$ cat src/rtl/uart_pkg.sv
// uart_pkg: constants shared by the UART path.
package uart_pkg;
    localparam logic MODE_TX         = 1'b0;
    localparam logic MODE_RX         = 1'b1;
    localparam int   DIV_MIN         = 2;
    localparam int   DIV_W_DEF       = 16;
    localparam int   NBITS_W_DEF     = 4;
    localparam int   BAUD_115200_DIV = 5208;
endpackage

$ cat src/rtl/uart_bit_timer.sv
// uart_bit_timer: times one serial frame and emits one tick per bit
// at bit start (TX) or bit centre (RX).
module uart_bit_timer
    import uart_pkg::*;
#(
    parameter int DIV_W   = DIV_W_DEF,
    parameter int NBITS_W = NBITS_W_DEF
) (
    input  logic               sysclk,
    input  logic               reset,
    input  logic               trigger,
    input  logic               enable,
    input  logic               mode,
    input  logic [DIV_W-1:0]   divisor,
    input  logic [NBITS_W-1:0] nbits,
    output logic               busy,
    output logic               bit_tick,
    output logic [NBITS_W-1:0] bit_index,
    output logic               finish
);
    logic               busy_q, busy_d;
    logic               finish_q, finish_d;
    logic               mode_q, mode_d;
    logic [DIV_W-1:0]   phase_q, phase_d;
    logic [DIV_W-1:0]   div_q, div_d;
    logic [NBITS_W-1:0] idx_q, idx_d;
    logic [NBITS_W-1:0] nb_q, nb_d;
    logic [DIV_W-1:0]   tick_phase;

    always_comb begin
        busy_d   = busy_q;
        phase_d  = phase_q;
        idx_d    = idx_q;
        div_d    = div_q;
        nb_d     = nb_q;
        mode_d   = mode_q;
        finish_d = 1'b0;
        if (!busy_q) begin
            if (trigger && enable) begin
                busy_d  = 1'b1;
                phase_d = '0;
                idx_d   = '0;
                div_d   = (divisor < DIV_W'(DIV_MIN)) ? DIV_W'(DIV_MIN) : divisor;
                nb_d    = (nbits == '0) ? NBITS_W'(1) : nbits;
                mode_d  = mode;
            end
        end else if (!enable) begin
            busy_d  = 1'b0;
            phase_d = '0;
            idx_d   = '0;
        end else if (phase_q == div_q - DIV_W'(1)) begin
            phase_d = '0;
            if (idx_q == nb_q - NBITS_W'(1)) begin
                busy_d   = 1'b0;
                idx_d    = '0;
                finish_d = 1'b1;
            end else begin
                idx_d = idx_q + NBITS_W'(1);
            end
        end else begin
            phase_d = phase_q + DIV_W'(1);
        end
    end

    always_ff @(posedge sysclk or posedge reset) begin
        if (reset) begin
            busy_q   <= 1'b0;
            finish_q <= 1'b0;
            mode_q   <= MODE_TX;
            phase_q  <= '0;
            div_q    <= DIV_W'(DIV_MIN);
            idx_q    <= '0;
            nb_q     <= NBITS_W'(1);
        end else begin
            busy_q   <= busy_d;
            finish_q <= finish_d;
            mode_q   <= mode_d;
            phase_q  <= phase_d;
            div_q    <= div_d;
            idx_q    <= idx_d;
            nb_q     <= nb_d;
        end
    end

    // Ticks decode straight from registers, so one decoded in an abort cycle still shows.
    assign tick_phase = (mode_q == MODE_RX) ? (div_q >> 1) : '0;
    assign bit_tick   = busy_q && (phase_q == tick_phase);
    assign busy       = busy_q;
    assign bit_index  = idx_q;
    assign finish     = finish_q;
endmodule

$ cat config.mk
export PLATFORM = sky130hd
export DESIGN_NAME = uart_bit_timer
export DESIGN_NICKNAME = d
export VERILOG_FILES = /design/src/rtl/uart_pkg.sv /design/src/rtl/uart_bit_timer.sv
export SDC_FILE = /design/constraint.sdc
export NUM_CORES = 1
export LEC_CHECK = 0
export CAP_MARGIN = 10
export CORE_ASPECT_RATIO = 1.1
export CORE_MARGIN = 1.5
export CORE_UTILIZATION = 50
export CTS_BUF_LIST = sky130_fd_sc_hd__clkbuf_4
export DETAILED_ROUTE_END_ITERATION = 6
export GPL_ROUTABILITY_DRIVEN = 1
export PLACE_DENSITY = 0.72
export SETUP_SLACK_MARGIN = 0.15
export SLEW_MARGIN = 10
export SYNTH_ARGS = -nofsm -noshare
export SYNTH_HDL_FRONTEND = slang
export SYNTH_SLANG_ARGS = --single-unit
$ cat constraint.sdc
create_clock -name sysclk -period 6.32 [get_ports sysclk]
set_input_delay 1.264 -clock sysclk [delete_from_list [all_inputs] [get_ports sysclk]]
set_output_delay 1.264 -clock sysclk [all_outputs]
set_load 0.01 [all_outputs]
==> impl_metrics.ini <==
[run_status]
status = completed

[grt]
antenna_found_initial = 0
grtUsageTotal_pct = 23.0
grt_overflow = 0
grt_pass1_wl_um = 10700
grt_max_degree = 44
grt_pass1_vias = 2166

[power_and_ir_drop]
p_per_area_nw_per_um2 = 241
power_leakage_nw = 1.28
max-vdd-ir-drop_mv = 0.144
power_uw = 792

[placed_design]
port_buffers = 31
place_area_sq_um = 3180
gp_congestion = 0.973
pre_cts_ws_ps = 2400
placed_cells = 394
dp_hpwl_um = 4880

[clocking]
cts.htree.levels = 2
cts_tree = yes
cts_num_sinks = 43
cts-buffers-inserted = 5
clkTransAtPathRegs_ps = 130
clock_latency_ps = 360
cts-root-buf = clkbuf_4
cts_resized = 0
clk_path_buf_depth = 2
postCtsSetupBuffers = 0
cts-hold-fix-buffers = 0

[timing]
setup_ws_ps = 1990
hold_violations = 0
tightest_slew_ps = 1130
clock_skew_ps = 8.92
rsz0062_at_grt = no
period_needed_ps = 4330
slew_headroom_pct = 24.4
setup_viol = 0
tns_ps = 0
drv_slew = 0
fin_crit_sh_pct = 68.6
max_clock_freq_mhz = 231

[worst_setup_path]
crit_type = register to output pin
worst-path-max-fanout = 17
critPathCaptureType = output pin
start_kind = register
required_ps = 5060
cp.arrival_ps = 3070

[floorplanning]
initial_core_util_pct = 52.3
die_area_sq_um = 6180
placementRows = 28
die_width_um = 75.1
core_area_sq_um = 5470
pin_count = 32
die_height_um = 82.3

[final_layout]
final_net_count = 355
syn2layout_area_growth_pct = 14.9
final_area_sq_um = 3290
instances_no_fill = 402
diodes = 0
drive_above_1_share_pct = 11.9

[synthesis]
yosys.cell_types.count = 53
ys_seq_elements = 43
yosysWarnings = 0
syn_nets = 337
ys.flop_type = dfrtp_1
synth-edff-count = 0
syn_area_sq_um = 2860
ys_seq_area_share_pct = 37.7
synthCells = 308
syn_avg_cell_area_sq_um = 9.29
synthArstFlopShare_pct = 100

[route]
wire_per_inst_um = 16.3
vias_per_cell = 5.95
routed-via-count = 2391
drt_iter0_markers = 255
final_antenna_net_count = 0
drc = 0
wl_um = 6530
drt-pass1-iter-count = 4

[job]
cap_violations = 0

[min_path]
hold_class = register to register
## cells in the final DEF, fill, tap and decap left out, types with 3 or more instances in the layout
master,n
a21oi_1,5
a22oi_1,4
and3_1,4
clkbuf_4,5
clkdlybuf4s50_1,31
dfrtp_1,41
ha_1,4
inv_1,18
mux2_2,19
mux2i_1,4
nand2_1,15
nand3_1,11
nand3b_1,4
nand4_1,5
nor2_1,20
nor3_1,9
nor4_1,9
o211ai_1,8
o21ai_0,19
or3_1,3
or4_1,3
xnor2_1,27
xor2_1,13
## cells by family after synthesis
logic type               Yosys count  synth area share [%]
flip-flops                        43                  37.7
XOR/XNOR                          40                  12.2
AND/OR/NAND/NOR                  101                  20.2
AO/OA/AOI/OAI                     58                  13.6
buffers and inverters             39                  5.56
adder cells (fa/ha/maj)            4                  1.75
multiplexers                      23                  8.88
## through the flow
stage	utilization [%]	hold slack, ps
floorplan	-	482
global placement	58.2	498
detailed placement	58.2	518
CTS	60.1	537
global route	60.1	551
finish	60.1	533
## worst max-delay path, cell delays in order, from the launching register on
cell             delay [ps]
dfrtp_1                 650
nand2_1                 100
a221o_1                 310
a221o_1                 250
or4_1                   480
nor4_1                  320
clkdlybuf4s50_1         600
## registers in the layout, summed over array words and instances, names as in the netlist
signal     count
finish         1
mode_q         1
bit_index      4
nb_q           4
busy           1
div_q         16
phase_q       16
## synth_stat cells, types with 9 or more instances
| master | instances | area, sq um |
|---|---|---|
| nor3_1 | 9 | 45.0 |
| xor2_1 | 13 | 114 |
| nor4_1 | 9 | 56.3 |
| o21ai_0 | 19 | 95.1 |
| nand3_1 | 11 | 55.1 |
| nand2_1 | 15 | 56.3 |
| clkbuf_1 | 18 | 67.6 |
| xnor2_1 | 27 | 236 |
| inv_1 | 18 | 67.6 |
| nor2_1 | 20 | 75.1 |
| dfrtp_1 | 41 | 1030 |
| mux2_2 | 19 | 214 |
## path summary, 6_finish.rpt
kind                          start           end  slack, ps  depth (start not counted)
max                          mode_q      bit_tick       1990                          6
min                         nb_q[0]       nb_q[0]        530                          2
max reg2reg                div_q[1]  bit_index[0]       3000                          9
min reg2reg                 nb_q[0]       nb_q[0]        530                          2
max in group asynchronous     reset      div_q[1]       4600                          3
min in group asynchronous     reset    phase_q[7]       1330                          3
## routing by layer
layer	GRT usage, %	up-vias	routed length (um)
met5	0	-	0
met4	6.73	0	95
met3	4.00	14	325
met2	37.7	72	3270
met1	31.2	1166	2840
li1	-	1139	-
## where the power goes
| part | leakage, nW | internal (mW) | total [mW] | switching (mW) |
|---|---|---|---|---|
| combinational | 0.677 | 0.105 | 0.202 | 0.0966 |
| clock | 0.0514 | 0.123 | 0.217 | 0.0942 |
| sequential | 0.550 | 0.308 | 0.373 | 0.0646 |
## layout make-up
class,count,area [sq um]
clock inverters,3,67.6
clock buffers,5,37.5
multi-input cells,226,1620
repair buffers,32,318
fillers,493,2180
well taps,75,93.8
flip-flops and latches,43,1080
inverters,18,67.6
Note: power is estimated with default switching activity, not from simulation.
==> RTL edit 1, RTL diff (config.mk and constraints unchanged) <==
The output `finish` loses its register stage (`finish_q` becomes a continuous assignment).
--- a/src/rtl/uart_bit_timer.sv
+++ b/src/rtl/uart_bit_timer.sv
@@ -65,7 +65,6 @@
     always_ff @(posedge sysclk or posedge reset) begin
         if (reset) begin
             busy_q   <= 1'b0;
-            finish_q <= 1'b0;
             mode_q   <= MODE_TX;
             phase_q  <= '0;
             div_q    <= DIV_W'(DIV_MIN);
@@ -73,7 +72,6 @@
             nb_q     <= NBITS_W'(1);
         end else begin
             busy_q   <= busy_d;
-            finish_q <= finish_d;
             mode_q   <= mode_d;
             phase_q  <= phase_d;
             div_q    <= div_d;
@@ -81,6 +79,8 @@
             nb_q     <= nb_d;
         end
     end
+
+    assign finish_q = finish_d;
 
     // Ticks decode straight from registers, so one decoded in an abort cycle still shows.
     assign tick_phase = (mode_q == MODE_RX) ? (div_q >> 1) : '0;
Formal check against the unedited RTL: not equivalent (a bounded check fails within 4 cycles, from zero or initial values and one cycle with reset high).
==> RTL edit 1 against the unedited design <==
First-iteration DRC count fell by 46%; total power fell by 12%; design area fell by 2.3%; area after synthesis fell by 0.87%; setup slack got worse by 0.59 ns; largest cell class unchanged; fmax fell by 12%; sequential share of layout area barely moved; largest power group unchanged; sequential cell count fell by 1; wire length rose by 3.6%.
==> RTL edit 1: results (changes against the unedited design) <==
* Worst voltage drop across the vdd grid: 0.132 mV (-8.6%)
- Yosys attributes the largest share of cell area to sky130_fd_sc_hd__dfrtp_1 35%, sky130_fd_sc_hd__xnor2_1 8.3%, sky130_fd_sc_hd__mux2_2 7.5%.
- The routability-driven placement congestion ratio is 0.895 (-8.0%).
- Buffering overhead: 0.0990 (+0.00230)
- The flow ran to the end, and the final reports show no timing, DRC or antenna violations.
* Met3 capacity usage during global routing: 0.0307 (-0.00937)
* Number of detailed-routing iterations run before antenna repair: 4 (unchanged)
- The placed wire-length estimate is 5.18 mm (+6.2%).
- Maximum number of pins on one net before global-route repair: 43 (-2.3%)
- Slowest cell on the critical path: sky130_fd_sc_hd__nor3b_1
- Among all cell classes, the greatest summed area belongs to multi-input gates.
* Bufs w/o clock: 32 (unchanged)
- Wire length of the first global-routing pass: 11.1 mm (+3.0%)
* Routed wire length on met3: 191 um (-41%)
* Fill cell count: 509 (+3.2%)
- Register fraction of the total cell area: 0.328 (about the same)
* Flop and latch count out of synthesis: 42 (-2.3%)
- The synthesized area per cell is 9.24 sq um (-0.55%).
- Post-synthesis sequential area ratio: 0.372 (-0.00550)
- Ranked by instance count, the synthesized netlist is headed by 40 x sky130_fd_sc_hd__dfrtp_1, 27 x sky130_fd_sc_hd__xnor2_1, 20 x sky130_fd_sc_hd__nor2_1.
* Sum of routed wire segments on met1: 3.00 mm (+5.3%)
- The maximum clock skew at final layout is 0.0132 ns (+0.00425 ns).
* Count of placed standard cells including taps: 393 (-0.25%)
* Wire length on met2: 3.48 mm (+6.5%)
* Fraction of met2 tracks used by global routing: 0.421 (+0.0444)
- The static power due to leakage was 0.00124 uW (-2.9%).
* Crit-path max FO: 8 (-9)
* Net count reported at finish: 354 (-0.28%)
- Grt met1 use: 0.303 (-0.00844)
- The wire length per cell after detailed routing was 16.9 um (+3.8%).
- The number of design-rule violations left by the first detailed-router iteration came to 138 (-46%).
* Headroom to the max-slew limit: 0.232 (-0.0125)
- The post-synth net total came to 336 (-0.30%).
* Post-CTS Setup Bufs: 0 (unchanged)
- Fraction of layout instances using a drive strength above 1: 0.117 (-0.00270)
- The number of standard cells in the final layout excluding fillers is 401 (-0.25%).
- The delay of the slowest cell on the worst path came to 0.58 ns (-0.07 ns).
* Clock tree cell share of total cell area: 0.0168 (-0.0152)
RTL edit 1: final timing paths:
kind / cells past startpoint / startpoint / slack, ns / to
worst min-delay path: 2 / nb_q[0]$_DFFE_PP1P_ / 0.53 / nb_q[0]$_DFFE_PP1P_
max in group asynchronous: 3 / reset / 4.63 / nb_q[0]$_DFFE_PP1P_
worst min register to register: 2 / nb_q[0]$_DFFE_PP1P_ / 0.53 / nb_q[0]$_DFFE_PP1P_
worst max-delay path: 10 / div_q[1]$_DFFE_PP1P_ / 1.39 / finish
min in group asynchronous: 3 / reset / 1.32 / phase_q[6]$_DFFE_PP0P_
worst max register to register: 9 / div_q[1]$_DFFE_PP1P_ / 2.99 / bit_index[0]$_DFFE_PP0P_
RTL edit 1: per-stage QoR:
step | utilization | total power, uW | instance area, sq um | worst slack [ns] | hold WS [ns]
after floorplan | - | 513 | 2840 | 2.50 | 0.482
after global placement | 0.581 | 569 | 3160 | 1.90 | 0.503
after detailed placement | 0.581 | 574 | 3160 | 1.86 | 0.512
after CTS | 0.591 | 705 | 3210 | 1.42 | 0.531
after global routing | 0.591 | 747 | 3210 | 1.15 | 0.558
final | 0.591 | 700 | 3210 | 1.39 | 0.528
RTL edit 1: kinds of logic after synthesis:
| kind of cell | share of synthesized area |
|---|---|
| AO/OA/AOI/OAI | 0.138 |
| multiplexers | 0.0896 |
| AND/OR/NAND/NOR | 0.204 |
| buffers and inverters | 0.0560 |
| adder cells (fa/ha/maj) | 0.0177 |
| XOR/XNOR | 0.124 |
| flip-flops | 0.372 |
RTL edit 1: power by group:
| group | internal (uW) | total, uW | switching (uW) |
|---|---|---|---|
| clock | 41.5 | 131 | 89.3 |
| combinational | 106 | 202 | 96.3 |
| sequential | 302 | 367 | 65.7 |
| total | 449 | 700 | 251 |
==> RTL edit 2, RTL diff (same settings) <==
Made on the original files. Set the package constant `NBITS_W_DEF` to 6 (it was 4).
--- a/src/rtl/uart_pkg.sv
+++ b/src/rtl/uart_pkg.sv
@@ -4,7 +4,7 @@
     localparam logic MODE_RX         = 1'b1;
     localparam int   DIV_MIN         = 2;
     localparam int   DIV_W_DEF       = 16;
-    localparam int   NBITS_W_DEF     = 4;
+    localparam int   NBITS_W_DEF     = 6;
     localparam int   BAUD_115200_DIV = 5208;
 endpackage
 
Interface: changed (resized bit_index and nbits); port bits go from 32 to 36. No check against the original RTL was run, so the function may have changed too.
==> RTL edit 2 against the unedited design <==
Die area grew 13%; core utilization down 1.3 points; first-iteration DRC count shrank 13%; wire length increased by 19%; setup slack improved by 0.56 ns; design area grew 12%; sequential share of layout area down 0.66 points; area after synthesis is 13% higher; hold slack gained 0.0073 ns; fmax increased by 15%; sequential cell count rose by 4; via count grew 17%.
Power is not compared: it rests on default switching activity, and its combinational part moved more than twofold at a synthesized area within 25%.
==> RTL edit 2: results (changes against the unedited design) <==
- Run status: complete, no violations
* Net count reported at finish: 400 (+13%)
* Adder and majority gate portion of the synthesized area: 0.0155 (-0.00204)
- The wire length per cell after detailed routing came to 17.3 um (+6.6%).
- Ranking of synthesized cells by instance count: 45 x sky130_fd_sc_hd__dfrtp_1, 29 x sky130_fd_sc_hd__nor2_1, 24 x sky130_fd_sc_hd__nand2_1
- Number of standard cells after synthesis: 348 (+13%)
- The measured slew at the worst slew-check pin is 1.18 ns (+0.0475 ns).
- Count of placed standard cells including taps: 442 (+12%)
- The post-synth net total is 379 (+12%).
* Stage delay of the slowest cell on the critical path: 0.58 ns (-0.07 ns)
- The total length of routed met2 wires was 3.74 mm (+15%).
- The area after detailed placement was 3560 sq um (+12%).
- The number of design-rule violations left by the first detailed-router iteration is 223 (-13%).
- The pre-CTS worst setup slack came to 2.86 ns (+0.463 ns).
- Fraction of layout instances using a drive strength above 1: 0.130 (+0.0105)
- Total routing resource utilization after global routing: 0.240 (+0.00992)
- The compound-cell area share of the yosys netlist came to 0.150 (+0.0134).
- The placed wire-length estimate is 5.65 mm (+16%).
- The total iterations of the first detailed-routing run is 5 (+1).
- The met1 track demand over resource in global routing was 0.314 (+0.00186).
* Sequential cell power: about 550 uW
* Share of cell area taken by muxes after synthesis: 0.0792 (-0.00959)
* CTS root buf: sky130_fd_sc_hd__clkbuf_4
- Maximum number of pins on one net before global-route repair: 48 (+9.1%)
- The arrival time reported for the critical path endpoint is 2.51 ns (-0.56 ns).
* Vias per std cell: 6.19 (+4.1%)
- PortBufs: 35 (+13%)
* Xor/xnor cell area share of the yosys netlist: 0.0974 (-0.0251)
* Final wirelength: 7.80 mm (+19%)
- The met3 global-route usage is 0.0314 (-0.00863).
- The met2 usage is 0.407 (+0.0298).
* Distinct cells, synth: 66 (+25%)
- Final GP Congestion: 0.912 (-6.2%)
* Slowest cell on the critical path: sky130_fd_sc_hd__clkdlybuf4s50_1
- Routed wire length on met3: 423 um (+30%)
- The clock slew seen by the registers of the worst setup and hold paths is 0.15 ns (+0.02 ns).
- The sequential element share of the synthesized area is 0.364 (-0.0131).
- Gate family responsible for the most delay along the worst path: buffers and inverters
* Clock tree skew after final layout: 0.0133 ns (+0.00439 ns)
- The largest fanout on the critical path came to 7 (-10).
* Vias in the first global route: 2681 (+24%)
## RTL edit 2: cell count changes after synthesis, moves of 3 or more
cell                       before  now
sky130_fd_sc_hd__xor2_1        13   20
sky130_fd_sc_hd__clkbuf_1      18   12
sky130_fd_sc_hd__nor2_1        20   29
sky130_fd_sc_hd__buf_6          1    5
sky130_fd_sc_hd__inv_1         18   23
sky130_fd_sc_hd__dfrtp_1       41   45
sky130_fd_sc_hd__nand2_1       15   24
sky130_fd_sc_hd__nor4_1         9    6
sky130_fd_sc_hd__xnor2_1       27   16
sky130_fd_sc_hd__o21ai_0       19   10
sky130_fd_sc_hd__nand4_1        5   11
sky130_fd_sc_hd__nand3_1       11   15
sky130_fd_sc_hd__nand3b_1       4    0
## RTL edit 2: area by class of cell
class                           instances  area (sq um)
Timing Repair Buffer                   35           350
Inverter                               23          86.3
Fill cell                             583          2570
Clock inverter                          3          67.6
Multi-Input combinational cell        257          1840
Tap cell                               80           100
Sequential cell                        47          1180
Clock buffer                            5          37.5
## RTL edit 2: path summary, 6_finish.rpt
check / startpoint / to / slack [ns] / cells past startpoint
worst max-delay path: phase_q[3]$_DFFE_PP0P_ / bit_tick / 2.54 / 8
worst min-delay path: nb_q[0]$_DFFE_PP1P_ / nb_q[0]$_DFFE_PP1P_ / 0.54 / 2
worst max register to register: div_q[0]$_DFFE_PP0P_ / bit_index[1]$_DFFE_PP0P_ / 2.82 / 9
worst min register to register: nb_q[0]$_DFFE_PP1P_ / nb_q[0]$_DFFE_PP1P_ / 0.54 / 2
max in group asynchronous: reset / phase_q[4]$_DFFE_PP0P_ / 4.24 / 2
min in group asynchronous: reset / nb_q[2]$_DFFE_PP0P_ / 1.45 / 2
